--- src/rtl/hc74_pkg.sv ---
// Shared definitions for the 74xx board-level glue-logic models.
package hc74_pkg;

    // Gate count of a 74x04 package.
    localparam int HEX_WIDTH = 6;

    // Per-gate value loaded into output registers during reset.
    localparam logic HEX_RESET_BIT = 1'b0;

    // Default reset vector for a full 74x04 channel.
    localparam logic [HEX_WIDTH-1:0] HEX_RESET_VALUE = {HEX_WIDTH{HEX_RESET_BIT}};

    // Number of gates per package across the 74xx family.
    typedef enum logic [2:0] {
        GATES_1 = 3'd1,
        GATES_2 = 3'd2,
        GATES_4 = 3'd4,
        GATES_6 = 3'd6
    } gate_count_e;

endpackage

--- src/rtl/hex_inverter_74x04_inverter_gate.sv ---
// Single NOT gate with an optional output flop for synchronous datapaths.
module inverter_gate
    import hc74_pkg::*;
#(
    parameter bit   REGISTERED = 1'b0,
    parameter logic RESET_BIT  = HEX_RESET_BIT
) (
    input  logic clk,
    input  logic rst_n,
    input  logic a,
    output logic y
);

    logic y_d;

    // Gate function.
    always_comb begin
        y_d = ~a;
    end

    generate
        if (REGISTERED) begin : g_reg
            logic y_q;

            // Output flop, cleared asynchronously so reset needs no clock.
            always_ff @(posedge clk or negedge rst_n) begin
                if (!rst_n) y_q <= RESET_BIT;
                else        y_q <= y_d;
            end

            assign y = y_q;
        end else begin : g_comb
            // Clock and reset have no role in the combinational gate.
            logic unused_clk_rst;
            assign unused_clk_rst = clk ^ rst_n;
            assign y = y_d;
        end
    endgenerate

endmodule

--- src/rtl/hex_inverter_74x04.sv ---
// 74x04 hex inverter: a bused 6-gate channel and a split channel built from
// individually instantiated gates. The channels share no logic.
module hex_inverter_74x04
    import hc74_pkg::*;
#(
    parameter int               WIDTH       = HEX_WIDTH,
    parameter bit               REGISTERED  = 1'b0,
    parameter logic [WIDTH-1:0] RESET_VALUE = {WIDTH{HEX_RESET_BIT}}
) (
    input  logic             clk,
    input  logic             rst_n,
    input  logic [WIDTH-1:0] a_bus,
    output logic [WIDTH-1:0] y_bus,
    input  logic [WIDTH-1:0] a_split,
    output logic [WIDTH-1:0] y_split
);

    logic [WIDTH-1:0] y_bus_d;

    // Bused channel: one vector inversion.
    always_comb begin
        y_bus_d = ~a_bus;
    end

    generate
        if (REGISTERED) begin : g_bus_reg
            logic [WIDTH-1:0] y_bus_q;

            // Bused output register; reset overrides any pending capture.
            always_ff @(posedge clk or negedge rst_n) begin
                if (!rst_n) y_bus_q <= RESET_VALUE;
                else        y_bus_q <= y_bus_d;
            end

            assign y_bus = y_bus_q;
        end else begin : g_bus_comb
            assign y_bus = y_bus_d;
        end
    endgenerate

    // Split channel: one gate instance per bit, each with its own flop when
    // registered, so no bit can disturb another.
    generate
        for (genvar i = 0; i < WIDTH; i++) begin : g_gate
            inverter_gate #(
                .REGISTERED (REGISTERED),
                .RESET_BIT  (RESET_VALUE[i])
            ) u_gate (
                .clk   (clk),
                .rst_n (rst_n),
                .a     (a_split[i]),
                .y     (y_split[i])
            );
        end
    endgenerate

endmodule

--- config.mk ---
export PLATFORM = sky130hd
export DESIGN_NAME = hex_inverter_74x04
export DESIGN_NICKNAME = d
export VERILOG_FILES = /design/src/rtl/hc74_pkg.sv /design/src/rtl/hex_inverter_74x04_inverter_gate.sv /design/src/rtl/hex_inverter_74x04.sv
export SDC_FILE = /design/constraint.sdc
export NUM_CORES = 1
export LEC_CHECK = 0
export ABC_AREA = 0
export BUFFER_PORTS_ARGS = -buffer_cell sky130_fd_sc_hd__clkbuf_2
export CORE_AREA = 10 10 47 49
export DETAILED_ROUTE_END_ITERATION = 7
export DIE_AREA = 0 0 57 59
export GPL_ROUTABILITY_DRIVEN = 0
export PLACE_DENSITY = 0.36
export SYNTH_ARGS = -nofsm -noshare
export SYNTH_HDL_FRONTEND = slang
export SYNTH_HIERARCHICAL = 1
export SYNTH_SLANG_ARGS = --single-unit
--- constraint.sdc ---
create_clock -name vclk -period 0.8
set_clock_uncertainty 0.15 [all_clocks]
set_input_delay 0.12 -clock vclk [all_inputs]
set_output_delay 0.12 -clock vclk [all_outputs]
set_load 0.005 [all_outputs]
Word-level counts from Yosys, hierarchy flattened
Index checks and enable logic that the tools add are counted.

word-level totals
  bits of input ports = 14
  output and inout bits = 12
  register bits = 0
  word-level logic and storage cells = 7

operators by class
  bitwise gates (word level) = 7

operators by type and width
  cell       number
  $not 1->1  6
  $not 6->6  1

Logic depth before layout (Yosys ltp)
  depth after elaboration = 1
  depth in mapped cells = 1
  depth with buffers taken out = 1

Hierarchy
The synthesis kept the hierarchy.

modules (own cells, without submodules)
  module              sequential area each (um2)  cells each  instances  area each (um2)
  hex_inverter_74x04  0.0                         6           1          22.5
  inverter_gate       0.0                         1           6          3.8

Least setup slack after synthesis
Ideal clock, no wire load.

  path kind = input to output
  start point = in a_bus[0]
  end point = out y_bus[0]
  arrival = 163 ps
  path slack = 367 ps
  required time = 530 ps
  stages = 1
  path buffers = 0
  cells stage by stage = inv_1

between the ends
  word-level cells in the longest chain between the ends = 1

RTL lines
  what             line                      RTL
  start, declared  hex_inverter_74x04.sv:12  input logic [WIDTH-1:0] a_bus,
  $not 6->6        hex_inverter_74x04.sv:22  y_bus_d = ~a_bus;
  end, declared    hex_inverter_74x04.sv:13  output logic [WIDTH-1:0] y_bus,

No other way between the ends.

Worst setup path in the final report
  start point = in a_split[3]
  end point = out y_split[3]

between the ends
  word-level cells in the longest chain between the ends = 1

RTL lines
  what             line                                    RTL
  start, declared  hex_inverter_74x04.sv:14                input logic [WIDTH-1:0] a_split,
  $not 1->1        hex_inverter_74x04_inverter_gate.sv:18  y_d = ~a;
  end, declared    hex_inverter_74x04.sv:15                output logic [WIDTH-1:0] y_split

No other way between the ends.

==> flow_summary.json <==
{
  "syn-num-nets": 26,
  "drc": 0,
  "critical_path_class": "input port to output pin",
  "numPlacedInstances": 52,
  "area_of_combinational_cells_with_multiple_inputs_um2": 0,
  "sum_of_internal_switching_and_leakage_power_uw": 73.9,
  "critical_path.endpoint_type": "output pin",
  "timing.critical_path.slowest_stage_cell": "clkbuf_2",
  "number_of_global_route_vias_before_repair": 157,
  "grtUsageTotal_pct": 1.85,
  "ctsResizeCount": 0,
  "synth_area_per_cell_um2": 3.75,
  "num-multi-input-gates": 0,
  "postLayoutCellArea_um2": 185,
  "placementRows": 14,
  "layout.nets": 52,
  "floorplan.die.height_um": 59,
  "place_hpwl_um": 387,
  "critical_path.max_fanout": 1,
  "synth.yosys.seq_area_share_pct": 0,
  "synth.yosys.warnings": 6,
  "post_synth_inst_count": 12,
  "ioPinCount": 26,
  "rsz0062_at_grt": "false",
  "post_cts_buffers": 0,
  "worstPathCellList": "clkbuf_2 > inv_1 > clkbuf_2",
  "n_antenna_cell": 0,
  "number_of_max_cap_violations": 0,
  "netlist-cell-type-count": 1,
  "start_util_pct": 3.21,
  "commonest_non_fill_non_tap_cell_in_the_layout": "clkbuf_2",
  "drt-vias-per-instance": 2.58,
  "synth.cell_area_um2": 45.0,
  "placedInstanceArea_um2": 185,
  "transition_time_of_the_tightest_slew_check_pin_ps": 48.7,
  "post_route_minimum_period_ps": 611,
  "start_kind": "input port",
  "cpMostUsedCell": "clkbuf_2",
  "min_path_type": "input port to output pin",
  "final-seq-area_um2": 0,
  "area_growth_syn_to_layout_pct": 311,
  "leakage_power_uw": 0.000164,
  "drt_first_pass_iters": 2,
  "layout_common_cells": "24 x clkbuf_2, 12 x inv_1",
  "power.density_nw_per_um2": 399,
  "fin_cells": 52,
  "dr_vias": 134,
  "maximum_number_of_pins_on_one_net_before_global_route_repair": 2,
  "grt.overflow.total": 0,
  "antenna_left": 0,
  "run_status": "finished, final reports clean",
  "final_min_period_over_clock_period_pct": 76.4,
  "placement.io_buffers": 24,
  "cts_hold_buffers": 0,
  "setup_tns_ps": 0,
  "worstPathRequired_ps": 530,
  "max_freq_mhz": 1640,
  "antenna_found_initial": 0,
  "wire_per_inst_um": 7.50,
  "core_um2": 1400,
  "relSlewSlack_pct": 96.8,
  "ir_drop_worst_vdd_mv": 0.0761,
  "finalHoldViolCount": 0,
  "clock_buffers": 0,
  "path_buf_inv": 3,
  "die-width_um": 57,
  "initialDrtViolationCount": 4,
  "die_area_um2": 3360,
  "top_delay_family_on_crit_path": "buffers and inverters",
  "layout.core_utilization_pct": 13.2,
  "routed_wl_um": 390,
  "timing_max_transition_violations_final": 0,
  "holdPathStages": 3,
  "design.seq.count": 0,
  "path_depth": 3,
  "grt_pass1_wl_um": 579,
  "proportion_of_layout_cells_with_a_drive_suffix_above_1_pct": 66.7,
  "setup-violations-final": 0,
  "critPathMaxStageDelay_ps": 100,
  "crit_arrival_ps": 340
}
-- cell families (layout without fill, tap and decap cells) --
family / after synthesis / in the layout / synth area share (%)
buffers and inverters: 12 / 36 / 100
-- Yosys cell counts --
cell type	instances	share of area, %
inv_1	12	100
-- final cells by class --
cell class,instances,area [um2]
Fill cell,174,1220
Inverter,12,45.0
Tap cell,16,20.0
Timing Repair Buffer,24,120
-- report_power, final --
part           switching, uW  total (uW)  internal [uW]  leakage (uW)
Combinational           29.2        73.9           44.7      0.000164
Clock                      0           0              0             0
Sequential                 0           0              0             0
Total                   29.2        73.9           44.7      0.000164
-- layer usage --
metal | up-vias | global-route usage (%) | share of wire, %
li1 | 72 | - | -
met1 | 50 | 1.65 | 35
met2 | 12 | 3.57 | 51
met3 | 0 | 1.29 | 14
met4 | 0 | 0 | 0
met5 | - | 0 | 0
-- metrics by stage --
stage / hold WS (ps) / setup slack (ps)
2_1_floorplan: 117 / 367
3_3_place_gp: 289 / 190
3_5_place_dp: 290 / 187
4_1_cts: 290 / 187
5_1_grt: 297 / 151
6_report: 287 / 189
-- worst paths after layout --
path	start	endpoint
setup / recovery	a_split[3]	y_split[3]
hold / removal	a_split[5]	y_split[5]
Power figures use the tool's default switching activity.
